--- config.mk ---
export PLATFORM = sky130hd
export DESIGN_NAME = uart_tx_frame
export DESIGN_NICKNAME = d
export VERILOG_FILES = /design/src/rtl/uart_tx_frame.sv
export SDC_FILE = /design/constraint.sdc
export NUM_CORES = 1
export LEC_CHECK = 0
export ABC_AREA = 1
export CORE_ASPECT_RATIO = 2
export CORE_MARGIN = 5
export CORE_UTILIZATION = 40
export CTS_BUF_LIST = sky130_fd_sc_hd__clkbuf_4 sky130_fd_sc_hd__clkbuf_8
export DETAILED_ROUTE_END_ITERATION = 8
export PLACE_DENSITY = 0.66
export SLEW_MARGIN = 20
export SYNTH_ARGS = -nofsm -noshare
export SYNTH_HDL_FRONTEND = slang
export SYNTH_SLANG_ARGS = --single-unit
--- constraint.sdc ---
create_clock -name sys_clk -period 3.1 [get_ports sys_clk]
set_input_delay 0.93 -clock sys_clk [delete_from_list [all_inputs] [get_ports sys_clk]]
set_output_delay 0.93 -clock sys_clk [all_outputs]
set_load 0.005 [all_outputs]
--- src/rtl/uart_tx_frame.sv ---
`default_nettype none
// ============================================================================
// Module   : uart_tx_frame
// Brief    : FIFO-buffered UART transmitter, 5-8 data bits, none/odd/even
//            parity, 1 or 2 stop bits, back-to-back frame streaming.
// Revision : 1.0
// ============================================================================
module uart_tx_frame #(
  parameter int CLK_FRE    = 200_000_000,
  parameter int BPS        = 9_600,
  parameter int DATA_BITS  = 8,
  parameter int PARITY     = 0,
  parameter int STOP_BITS  = 1,
  parameter int FIFO_DEPTH = 16
) (
  input  logic                        sys_clk,
  input  logic                        sys_rst_n,
  input  logic [7:0]                  tx_data,
  input  logic                        tx_valid,
  output logic                        tx_ready,
  output logic                        uart_txd,
  output logic                        tx_busy,
  output logic [$clog2(FIFO_DEPTH):0] fifo_count
);

  localparam int BPS_CNT = CLK_FRE / BPS;
  localparam int CNT_W   = $clog2(BPS_CNT);
  localparam int AW      = $clog2(FIFO_DEPTH);
  localparam int CW      = AW + 1;

  localparam logic [CNT_W-1:0] CNT_LAST  = CNT_W'(BPS_CNT - 1);
  localparam logic [2:0]       DATA_LAST = 3'(DATA_BITS - 1);
  localparam logic [2:0]       STOP_LAST = 3'(STOP_BITS - 1);
  localparam logic [CW-1:0]    FIFO_FULL = CW'(FIFO_DEPTH);
  localparam logic [7:0]       DATA_MASK = 8'(9'h1FF >> (9 - DATA_BITS));
  // Out-of-range PARITY values fall back to no parity.
  localparam bit               PAR_EN    = (PARITY == 1) || (PARITY == 2);
  localparam bit               PAR_ODD   = (PARITY == 1);

  typedef enum logic [2:0] {
    S_IDLE   = 3'd0,
    S_START  = 3'd1,
    S_DATA   = 3'd2,
    S_PARITY = 3'd3,
    S_STOP   = 3'd4
  } state_t;

  state_t           state_q, state_d;
  logic [CNT_W-1:0] clk_cnt_q, clk_cnt_d;
  logic [2:0]       bit_idx_q, bit_idx_d;
  logic [7:0]       shift_q, shift_d;
  logic             par_q, par_d;
  logic             txd_q, txd_d;

  logic [7:0]       mem_q [FIFO_DEPTH];
  logic [AW-1:0]    wr_ptr_q, rd_ptr_q;
  logic [CW-1:0]    count_q;

  logic             fifo_push;
  logic             fifo_pop;
  logic             fifo_empty;
  logic             bit_done;
  logic             head_parity;

  assign fifo_empty  = (count_q == '0);
  assign tx_ready    = (count_q != FIFO_FULL);
  assign fifo_push   = tx_valid && tx_ready;
  assign bit_done    = (clk_cnt_q == CNT_LAST);
  assign head_parity = PAR_ODD ^ (^(mem_q[rd_ptr_q] & DATA_MASK));

  always_ff @(posedge sys_clk) begin
    if (fifo_push) begin
      mem_q[wr_ptr_q] <= tx_data;
    end
  end

  always_ff @(posedge sys_clk or negedge sys_rst_n) begin
    if (!sys_rst_n) begin
      wr_ptr_q <= '0;
      rd_ptr_q <= '0;
      count_q  <= '0;
    end else begin
      if (fifo_push) begin
        wr_ptr_q <= wr_ptr_q + AW'(1);
      end
      if (fifo_pop) begin
        rd_ptr_q <= rd_ptr_q + AW'(1);
      end
      case ({fifo_push, fifo_pop})
        2'b10:   count_q <= count_q + CW'(1);
        2'b01:   count_q <= count_q - CW'(1);
        default: count_q <= count_q;
      endcase
    end
  end

  always_comb begin
    state_d   = state_q;
    clk_cnt_d = clk_cnt_q + CNT_W'(1);
    bit_idx_d = bit_idx_q;
    shift_d   = shift_q;
    par_d     = par_q;
    fifo_pop  = 1'b0;
    txd_d     = 1'b1;

    case (state_q)
      S_IDLE: begin
        clk_cnt_d = '0;
        if (!fifo_empty) begin
          fifo_pop = 1'b1;
          state_d  = S_START;
        end
      end
      S_START: begin
        if (bit_done) begin
          clk_cnt_d = '0;
          bit_idx_d = '0;
          state_d   = S_DATA;
        end
      end
      S_DATA: begin
        if (bit_done) begin
          clk_cnt_d = '0;
          if (bit_idx_q == DATA_LAST) begin
            bit_idx_d = '0;
            state_d   = PAR_EN ? S_PARITY : S_STOP;
          end else begin
            bit_idx_d = bit_idx_q + 3'd1;
          end
        end
      end
      S_PARITY: begin
        if (bit_done) begin
          clk_cnt_d = '0;
          bit_idx_d = '0;
          state_d   = S_STOP;
        end
      end
      S_STOP: begin
        // bit_idx_q counts stop bits here; the last one chains straight into the next start bit.
        if (bit_done) begin
          clk_cnt_d = '0;
          if (bit_idx_q == STOP_LAST) begin
            bit_idx_d = '0;
            if (!fifo_empty) begin
              fifo_pop = 1'b1;
              state_d  = S_START;
            end else begin
              state_d  = S_IDLE;
            end
          end else begin
            bit_idx_d = bit_idx_q + 3'd1;
          end
        end
      end
      default: begin
        clk_cnt_d = '0;
        bit_idx_d = '0;
        state_d   = S_IDLE;
      end
    endcase

    if (fifo_pop) begin
      shift_d = mem_q[rd_ptr_q];
      par_d   = head_parity;
    end

    // Line level is derived from the next state so uart_txd changes on the transition edge.
    case (state_d)
      S_START:  txd_d = 1'b0;
      S_DATA:   txd_d = shift_d[bit_idx_d];
      S_PARITY: txd_d = par_d;
      default:  txd_d = 1'b1;
    endcase
  end

  always_ff @(posedge sys_clk or negedge sys_rst_n) begin
    if (!sys_rst_n) begin
      state_q   <= S_IDLE;
      clk_cnt_q <= '0;
      bit_idx_q <= '0;
      shift_q   <= '0;
      par_q     <= 1'b0;
      txd_q     <= 1'b1;
    end else begin
      state_q   <= state_d;
      clk_cnt_q <= clk_cnt_d;
      bit_idx_q <= bit_idx_d;
      shift_q   <= shift_d;
      par_q     <= par_d;
      txd_q     <= txd_d;
    end
  end

  assign uart_txd   = txd_q;
  assign tx_busy    = (state_q != S_IDLE) || !fifo_empty;
  assign fifo_count = count_q;

endmodule
`default_nettype wire

# ---- Yosys cells after proc, flatten, opt, wreduce, memory -nomap -nowiden
# Memories as Yosys holds them, arrays and structs flattened.
# Cells that the tools add are included.
dict set report totals {
  inputBits 11
  output_inout_bits 8
  romBits 0
  memories 1
  word_cells 69
  latch_bits 0
  ff_bits 44
  mem_bits_rw 128
}
# name words word_bits read_ports rd_clocked_by_memory_dff wr line
set memory_table {}
lappend memory_table {mem_q 16 8 1 0 1 55} ;# logic [7:0] mem_q [FIFO_DEPTH];
dict set report op_classes {
  n_lt_le_gt_ge 1
  n_reduce_logical 11
  muxes 29
  shift 0
  mul 0
  div_mod_pow 0
  bitwise_logic 0
  eq_ne 12
  addsub 6
}
# cell count
set ops {}
lappend ops {{$mux 3} 12}
lappend ops {{$mux 15} 2}
lappend ops {{$add 15x1->15 const B} 1}
lappend ops {{$eq 15x15->1 const B} 1}
lappend ops {{$pmux 3 s5} 1}
lappend ops {{$eq 3x2->1 const B} 4}
lappend ops {{$pmux 3 s4} 1}
lappend ops {{$pmux 5 s2} 1}
lappend ops {{$add 4x1->4 const B} 2}
lappend ops {{$mux 1} 8}
lappend ops {{$mux 8} 1}
lappend ops {{$reduce_xor 8->1} 1}
lappend ops {{$eq 3x1->1 const B} 2}
lappend ops {{$eq 3x3->1 const B} 2}
lappend ops {{$logic_not 3->1} 2}
lappend ops {{$add 5x1->5 const B} 1}
lappend ops {{$logic_not 5->1} 1}
lappend ops {{$ne 5x5->1 const B} 1}
lappend ops {{$sub 5x1->5 const B} 1}
lappend ops {{$lt 3x4->1 const B} 1}
lappend ops {{$reduce_or 4->1} 1}
lappend ops {{$add 3x1->3 const B} 1}
lappend ops {{$bmux 1 s3} 1}
lappend ops {{$pmux 1 s3} 1}
lappend ops {{9 further kinds} 9}

# ---- Longest topological paths before layout
# Gate-level depths: netlist of run 1.
dict set report logic_depth {
  ltp_word 9
  mapped_depth 19
  ltp_nobuf 18
}

# ---- Worst setup path before layout of run 1
# No wires, ideal clock.
dict set report synth_path {
  path_kind {register -> register}
  startpoint {reg clk_cnt_q[0]}
  endpoint {reg count_q[4] (netlist: fifo_count[4])}
  stages_incl_launch_ff 20
  slack_ns 0.439
  t_arrival_ns 2.531
  n_path_buf 1
  period_less_slack_ns 2.661
  required_time_ns 2.969
  setup_time_ns 0.131
  cell_sequence {dfrtp_1 -> inv_1 -> ha_1 -> nand2_1 -> inv_1 -> nand2_1 -> nor2_4 -> nand3_4 -> nand2_4 -> buf_12 -> ha_1 -> xor2_1 -> ha_1 -> a21oi_1 -> o21ai_0 -> a21oi_1 -> inv_1 -> a21oi_1 -> o21ai_0 -> xor2_1}
}
dict set report synth_via {
  elab_chain_len 5
  word_cells_on_any_way 7
  classes_between {eq/ne (3); mux (3); reduce/logical (1)}
}
# item line
set synth_rtl {}
lappend synth_rtl {{start, declared} 49} ;# logic [CNT_W-1:0] clk_cnt_q, clk_cnt_d;
lappend synth_rtl {{start signal, assigned} 187} ;# clk_cnt_q <= clk_cnt_d;
lappend synth_rtl {{$eq 15x15->1 *} 68} ;# assign bit_done = (clk_cnt_q == CNT_LAST);
lappend synth_rtl {{$mux 1 *} 141} ;# if (bit_done) begin
lappend synth_rtl {{$pmux 1 s2 *} 106} ;# case (state_q)
lappend synth_rtl {{$eq 2x1->1 or $eq 2x2->1 (tied branches)} 89} ;# case ({fifo_push, fifo_pop})
lappend synth_rtl {{$pmux 5 s2 or $reduce_bool 2->1 (tied branches)} -}
lappend synth_rtl {{end signal, assigned} 90} ;# 2'b10: count_q <= count_q + CW'(1);
lappend synth_rtl {{end signal, assigned} 91} ;# 2'b01: count_q <= count_q - CW'(1);
lappend synth_rtl {{end signal, assigned} 92} ;# default: count_q <= count_q;
lappend synth_rtl {{end, declared} 57} ;# logic [CW-1:0] count_q;
# Mark *: on every way between the ends. The rest lies on a longest branch, timed or not.
# A chain may end at the register's enable or synchronous reset.

# ---- Worst setup path after layout of run 1
dict set report layout_path {
  startpoint {reg state_q[0]}
  endpoint {out tx_busy}
}
dict set report layout_via {
  elab_chain_len 2
}
# item line
set layout_rtl {}
lappend layout_rtl {{start, declared} 48} ;# state_t state_q, state_d;
lappend layout_rtl {{start signal, assigned} 186} ;# state_q <= state_d;
lappend layout_rtl {{$reduce_bool 3->1} 196} ;# assign tx_busy = (state_q != S_IDLE) || !fifo_empty;
lappend layout_rtl {{$logic_or 1x1->1} 196}
lappend layout_rtl {{end, declared} 22} ;# output logic tx_busy,
# No other way between the ends.

==> results of run 1 <==
[cells in the final DEF, fill, tap and decap left out, types with 3 or more instances in the layout]
cell | synthesis | routed
clkinvlp_4 | 0 | 4
a21oi_1 | 15 | 15
inv_2 | 6 | 6
xnor2_1 | 3 | 3
inv_1 | 80 | 80
xor2_1 | 9 | 9
clkinv_2 | 0 | 3
nor2_1 | 114 | 114
dfrtp_1 | 43 | 42
o21ai_1 | 4 | 4
nor3b_1 | 4 | 4
edfxtp_1 | 128 | 128
clkinv_1 | 1 | 3
nand4_1 | 3 | 3
nand2_2 | 3 | 3
clkdlybuf4s50_1 | 0 | 17
o21ai_0 | 17 | 17
buf_12 | 1 | 3
ha_1 | 14 | 14
buf_4 | 5 | 27
clkbuf_8 | 0 | 17
nor3_1 | 10 | 10
nand2_1 | 304 | 304
nand3_1 | 75 | 75
[layout make-up]
cell class	instances	area, um2
inverter	87	327
timing repair buffer	48	438
multi-input combinational	590	2670
tap	262	328
fill	1925	10800
clock inverter	13	126
antenna	1	2.50
sequential	172	4950
clock buffer	19	249
[layer usage]
metal	part of all wire	routed length [um]
met4	0.035	609
met5	0	0
met3	0.022	395
met1	0.33	5870
met2	0.61	10700
[cell families (layout without fill, tap and decap cells)]
logic type                 after synthesis  count (layout)  share of synthesized area
and+or+nand+nor                        525             525                      0.270
DFF                                    172             172                      0.612
buffers and inverters                  109             167                     0.0579
AOI/OAI and AO/OA                       39              39                     0.0251
adders and majority gates               14              14                     0.0217
xor gates and xnor gates                12              12                     0.0130
other                                    0               1                          0
[state kept, by name, indices dropped and copies added (netlist names)]
register and count:
par_q 1, clk_cnt_q 15, mem_q 128, shift_q 8
rd_ptr_q 4, bit_idx_q 3, fifo_count 5, uart_txd 1
state_q 3, wr_ptr_q 4
[metrics by stage]
stage          worst slack, ns  instance area [um2]  hold WS [ns]
2_1_floorplan            0.439                 8080         0.438
3_3_place_gp            0.0768                 8700         0.458
3_5_place_dp            0.0315                 8700         0.456
4_1_cts                  0.264                 9080         0.437
5_1_grt                 0.0576                 9080         0.453
6_report                 0.296                 9080         0.458
[path summary, 6_finish.rpt]
kind                                from  cells past startpoint            end  slack, ns
setup reg to reg           fifo_count[2]                     14  fifo_count[4]       0.35
max in group asynchronous      sys_rst_n                      2    rd_ptr_q[0]       2.11
min in group sys_clk          shift_q[7]                      2     shift_q[7]       0.47
hold reg to reg               shift_q[7]                      2     shift_q[7]       0.47
hold / removal                 sys_rst_n                      1   clk_cnt_q[3]       0.46
setup / recovery              state_q[0]                      5        tx_busy       0.30
[power by group through the flow]
stage	Clock, W	Combinational [W]	Sequential [W]
2_1_floorplan	0	0.000359	0.00283
3_3_place_gp	0	0.000704	0.00284
3_5_place_dp	0	0.000719	0.00285
4_1_cts	0.00152	0.000723	0.00280
5_1_grt	0.00163	0.000792	0.00281
6_report	0.00148	0.000712	0.00280
==> impl_metrics.env, run 1 <==
export IMPL_status="complete, no violations"
export IMPL_slew_violations=0
export IMPL_die_x_um=110
export IMPL_synth_area_top_cells="edfxtp_1 (48%), nand2_1 (14%), dfrtp_1 (13%), nor2_1 (5.3%), nand3_1 (4.6%)"
export IMPL_ant_nets=0
export IMPL_synth_cells=871
export IMPL_syn_avg_cell_area_um2=9.28
export IMPL_routedWlPerCell_um=14.8
export IMPL_fin_nets=941
export IMPL_vias_per_cell=4.78
export IMPL_power_switching_w=0.00129
export IMPL_synth_edff_count=128
export IMPL_overflow=0
export IMPL_synthesis_nets=896
export IMPL_gp_congestion=0.862
export IMPL_syn_area_um2=8080
export IMPL_skew_ns=0.00999
export IMPL_setup_viol=0
export IMPL_area_growth_pct=12.4
export IMPL_crit_buf_inv=2
export IMPL_tightestPinTransition_ns=0.649
export IMPL_swShare=0.259
export IMPL_worst_setup_path_start_kind="flop"
export IMPL_ys_seq_area_frac=0.612
export IMPL_synthArstFlopShare=0.256
export IMPL_p_per_area_nw_per_um2=549
export IMPL_start_util=0.406
export IMPL_drc=0
export IMPL_num_vias=5694
export IMPL_wl_um=17600
export IMPL_layout_min_cycle_time_ns=2.80
export IMPL_worstPathRequired_ns=2.17
export IMPL_yosys_warnings=0
export IMPL_min_period_over_period=0.905
export IMPL_cts_setup_buffers=0
export IMPL_die_h_um=211
export IMPL_grt_pass1_wl_um=28700
export IMPL_busiest_layer="met2"
export IMPL_slew_headroom=0.566
export IMPL_dieArea_um2=23300
export IMPL_synth_top_area_share=0.476
export IMPL_hold_viol=0
export IMPL_yosysTopAreaCell="edfxtp_1"
export IMPL_finalSetupTns_ns=0
export IMPL_cp_cell_sequence="nor2_1 > nand2_1 > inv_1 > nand4_1 > clkdlybuf4s50_1"
export IMPL_root_buffer="clkbuf_8"
export IMPL_clkSinkCount=172
export IMPL_io_buffers=18
export IMPL_clock_latency_ns=0.45
export IMPL_ys_flop_type="edfxtp_1"
export IMPL_path_class="flop to output pin"
export IMPL_arrival_ns=1.87
export IMPL_fin_util=0.456
export IMPL_place_inst=1159
export IMPL_track_usage=0.158
export IMPL_cellInternalPower_w=0.00370
export IMPL_grt_pass1_vias=5908
export IMPL_critPathTopFamily="buffers and inverters"
export IMPL_cp_max_fo=5
export IMPL_clock_path_buffers=2
export IMPL_rows=73
export IMPL_grtUsageMet2=0.320
export IMPL_htree_levels=4
export IMPL_met1_usage=0.145
export IMPL_grt_max_degree=81
export IMPL_ctsHoldBuffers=0
export IMPL_ir_drop_mv=0.237
export IMPL_cpMaxStageDelayCell="dfrtp_1"
export IMPL_cts_buffers=17
export IMPL_drv_cap=0
export IMPL_dp_hpwl_um=13000
export IMPL_combPwrFrac=0.143
export IMPL_post_cts_resized=0
export IMPL_grt_use_met3=0.0301
export IMPL_synth_seq_cells=172
export IMPL_clkPwrFrac=0.297
export IMPL_clkTransAtPathRegs_ns=0.09
export IMPL_yosys_top_cells_count="nand2_1 (304), edfxtp_1 (128), nor2_1 (114)"
export IMPL_power_frac_seq=0.560
export IMPL_cts_tree="built"
export IMPL_core_area_um2=19900
export IMPL_initialDrtViolationCount=272
export IMPL_synth_most_common_cell="nand2_1"
export IMPL_total_power_w=0.00499
export IMPL_drive_gt1_frac=0.0872
export IMPL_slowest_delay_ns=0.47
export IMPL_grt_antenna_before_repair=1
export IMPL_dr_pass1_iters=4
export IMPL_finalNonFillerCells=1192
export IMPL_hold_class="input port to asynchronous set/reset pin"
export IMPL_rsz0062_at_grt="false"
export IMPL_clock_fmax_mhz=357
export IMPL_ys_types=36
export IMPL_io_pins=19
export IMPL_leakagePower_nw=3.96
export IMPL_critPathCaptureType="output pin"
No activity file was read; power rests on OpenSTA's default activity.
==> inputs of run 2 (changes only) <==
- TNS_END_PERCENT: default -> 1
- clock period: 3.1 -> 2.98 ns (I/O delays scaled with it)
==> run 2 against run 1 <==
Compared with the run above: clock skew grew 0.0027 ns; via count fell by 0.46%; worst hold slack lost 0.044 ns; count of clock-buffer cells in the layout is 1 lower; non-clock buffer count is 5 higher; global-route usage shrank 0.14 points; sequential power grew 4%; cell count grew 0.42%; utilization rose by 0.063 points; setup slack got worse by 0.087 ns; register-to-register slack lost 0.07 ns; highest routed layer unchanged.
==> impl_metrics.env, run 2 (synthesized netlist as in run 1, its figures left out) <==
export IMPL_area_growth_pct=12.6
export IMPL_placed_cell_area_um2=8720
export IMPL_ff2ff_path_depth=18
export IMPL_ir_drop_mv=0.239
export IMPL_slew_violations=0
export IMPL_clock_path_buffers=2
export IMPL_rsz0062_at_grt="false"
export IMPL_layout_min_cycle_time_ns=2.77
export IMPL_dp_hpwl_um=13100
export IMPL_grt_max_degree=53
export IMPL_cp_max_fo=7
export IMPL_cts_tree="built"
export IMPL_io_pins=19
export IMPL_worstPathRequired_ns=2.09
export IMPL_drive_gt1_frac=0.0931
export IMPL_grt_antenna_before_repair=0
export IMPL_grt_pass1_wl_um=28500
export IMPL_root_buffer="clkbuf_8"
export IMPL_dieArea_um2=23300
export IMPL_vias_per_cell=4.74
export IMPL_htree_levels=4
export IMPL_fin_util=0.457
export IMPL_tightestPinTransition_ns=0.636
export IMPL_total_power_w=0.00519
export IMPL_p_per_area_nw_per_um2=571
export IMPL_reg_top3="mem_q x128, clk_cnt_q x15, shift_q x8"
export IMPL_cts_setup_buffers=0
export IMPL_setup_viol=0
export IMPL_clkTransAtPathRegs_ns=0.09
export IMPL_reg2reg_to="fifo_count[4]"
export IMPL_min_period_over_period=0.930
export IMPL_final_area_um2=9090
export IMPL_post_cts_resized=0
export IMPL_ctsHoldBuffers=0
export IMPL_clkSinkCount=172
export IMPL_leakagePower_nw=3.98
export IMPL_critPathCaptureType="output pin"
export IMPL_drc=0
export IMPL_path_class="flop to output pin"
export IMPL_overflow=0
export IMPL_hold_viol=0
export IMPL_drv_cap=0
export IMPL_grt_pass1_vias=5824
export IMPL_dr_pass1_iters=4
export IMPL_r2r_start="bit_idx_q[0]"
export IMPL_io_buffers=18
export IMPL_gp_congestion=0.860
export IMPL_core_area_um2=19900
export IMPL_clock_fmax_mhz=361
export IMPL_rrSetupSlack_ns=0.28
export IMPL_fin_nets=946
export IMPL_most_common_layout_cells="nand2_1 (304), edfxtp_1 (128), nor2_1 (114), inv_1 (80), nand3_1 (75)"
export IMPL_worst_setup_path_start_kind="flop"
export IMPL_start_util=0.406
export IMPL_ant_nets=0
export IMPL_track_usage=0.157
export IMPL_status="complete, no violations"
export IMPL_largest_reg_flops=128
export IMPL_die_h_um=211
export IMPL_initialDrtViolationCount=234
export IMPL_arrival_ns=1.88
export IMPL_wl_um=17500
export IMPL_slew_headroom=0.575
export IMPL_layout_commonest_cell="nand2_1"
export IMPL_regMostFlops="mem_q"
export IMPL_num_vias=5668
export IMPL_hold_class="input port to asynchronous set/reset pin"
export IMPL_rows=73
export IMPL_die_x_um=110
export IMPL_routedWlPerCell_um=14.6
export IMPL_clock_latency_ns=0.45
export IMPL_cts_buffers=17
export IMPL_skew_ns=0.0126
[run 2: cell types whose count changed in the layout (fill, tap and decap cells not counted), moves of 2 or more]
cell      change
buf_12        -2
buf_4         +7
inv_6         +5
clkinv_2      -2
[run 2: worst max-delay path by stage]
stage / end / slack (ns) / start / depth (start not counted)
detailed placement: fifo_count[4] / -0.03 / tx_valid / 12
CTS: tx_busy / 0.19 / state_q[2] / 5
finish: tx_busy / 0.21 / state_q[2] / 5
floorplan: fifo_count[4] / 0.32 / clk_cnt_q[0] / 19
global route: fifo_count[4] / 0.006 / fifo_count[2] / 14
global placement: fifo_count[4] / -0.01 / tx_valid / 12
[run 2: where the power goes]
part	internal, W	leakage [nW]	total [W]	switching, W
clock network	0.000685	0.184	0.00154	0.000856
registers	0.00281	1.71	0.00290	0.0000919
logic	0.000285	2.09	0.000744	0.000459
total	0.00378	3.98	0.00519	0.00141
[run 2: layout make-up]
type,instances,area [um2]
Sequential cell,172,4950
Clock inverter,14,134
Timing Repair Buffer,53,450
Clock buffer,18,241
Antenna cell,1,2.50
Inverter,87,327
Tap cell,262,328
Fill cell,1969,10800
Multi-Input combinational cell,590,2670
[run 2: per-stage QoR]
| stage | worst slack [ns] | hold slack (ns) | instances | TNS, ns |
|---|---|---|---|---|
| 2_1_floorplan | 0.319 | 0.438 | 871 | 0 |
| 3_3_place_gp | -0.0123 | 0.457 | 1164 | -0.0123 |
| 3_5_place_dp | -0.0312 | 0.459 | 1164 | -0.0312 |
| 4_1_cts | 0.192 | 0.400 | 1196 | 0 |
| 5_1_grt | 0.00609 | 0.404 | 1196 | 0 |
| 6_report | 0.209 | 0.413 | 1197 | 0 |
[run 2: routing by layer]
metal  GRT usage  part of all wire
met1       0.138              0.34
met4      0.0812             0.037
met3      0.0284             0.021
met2       0.324              0.60
met5           0                 0
[run 2: critical path: stages, from the launching register on]
cell             delay [ns]
dfrtp_1                0.46
inv_1                  0.13
nand2_1                0.17
inv_1                  0.08
nand4_1                0.07
clkdlybuf4s50_1        0.51
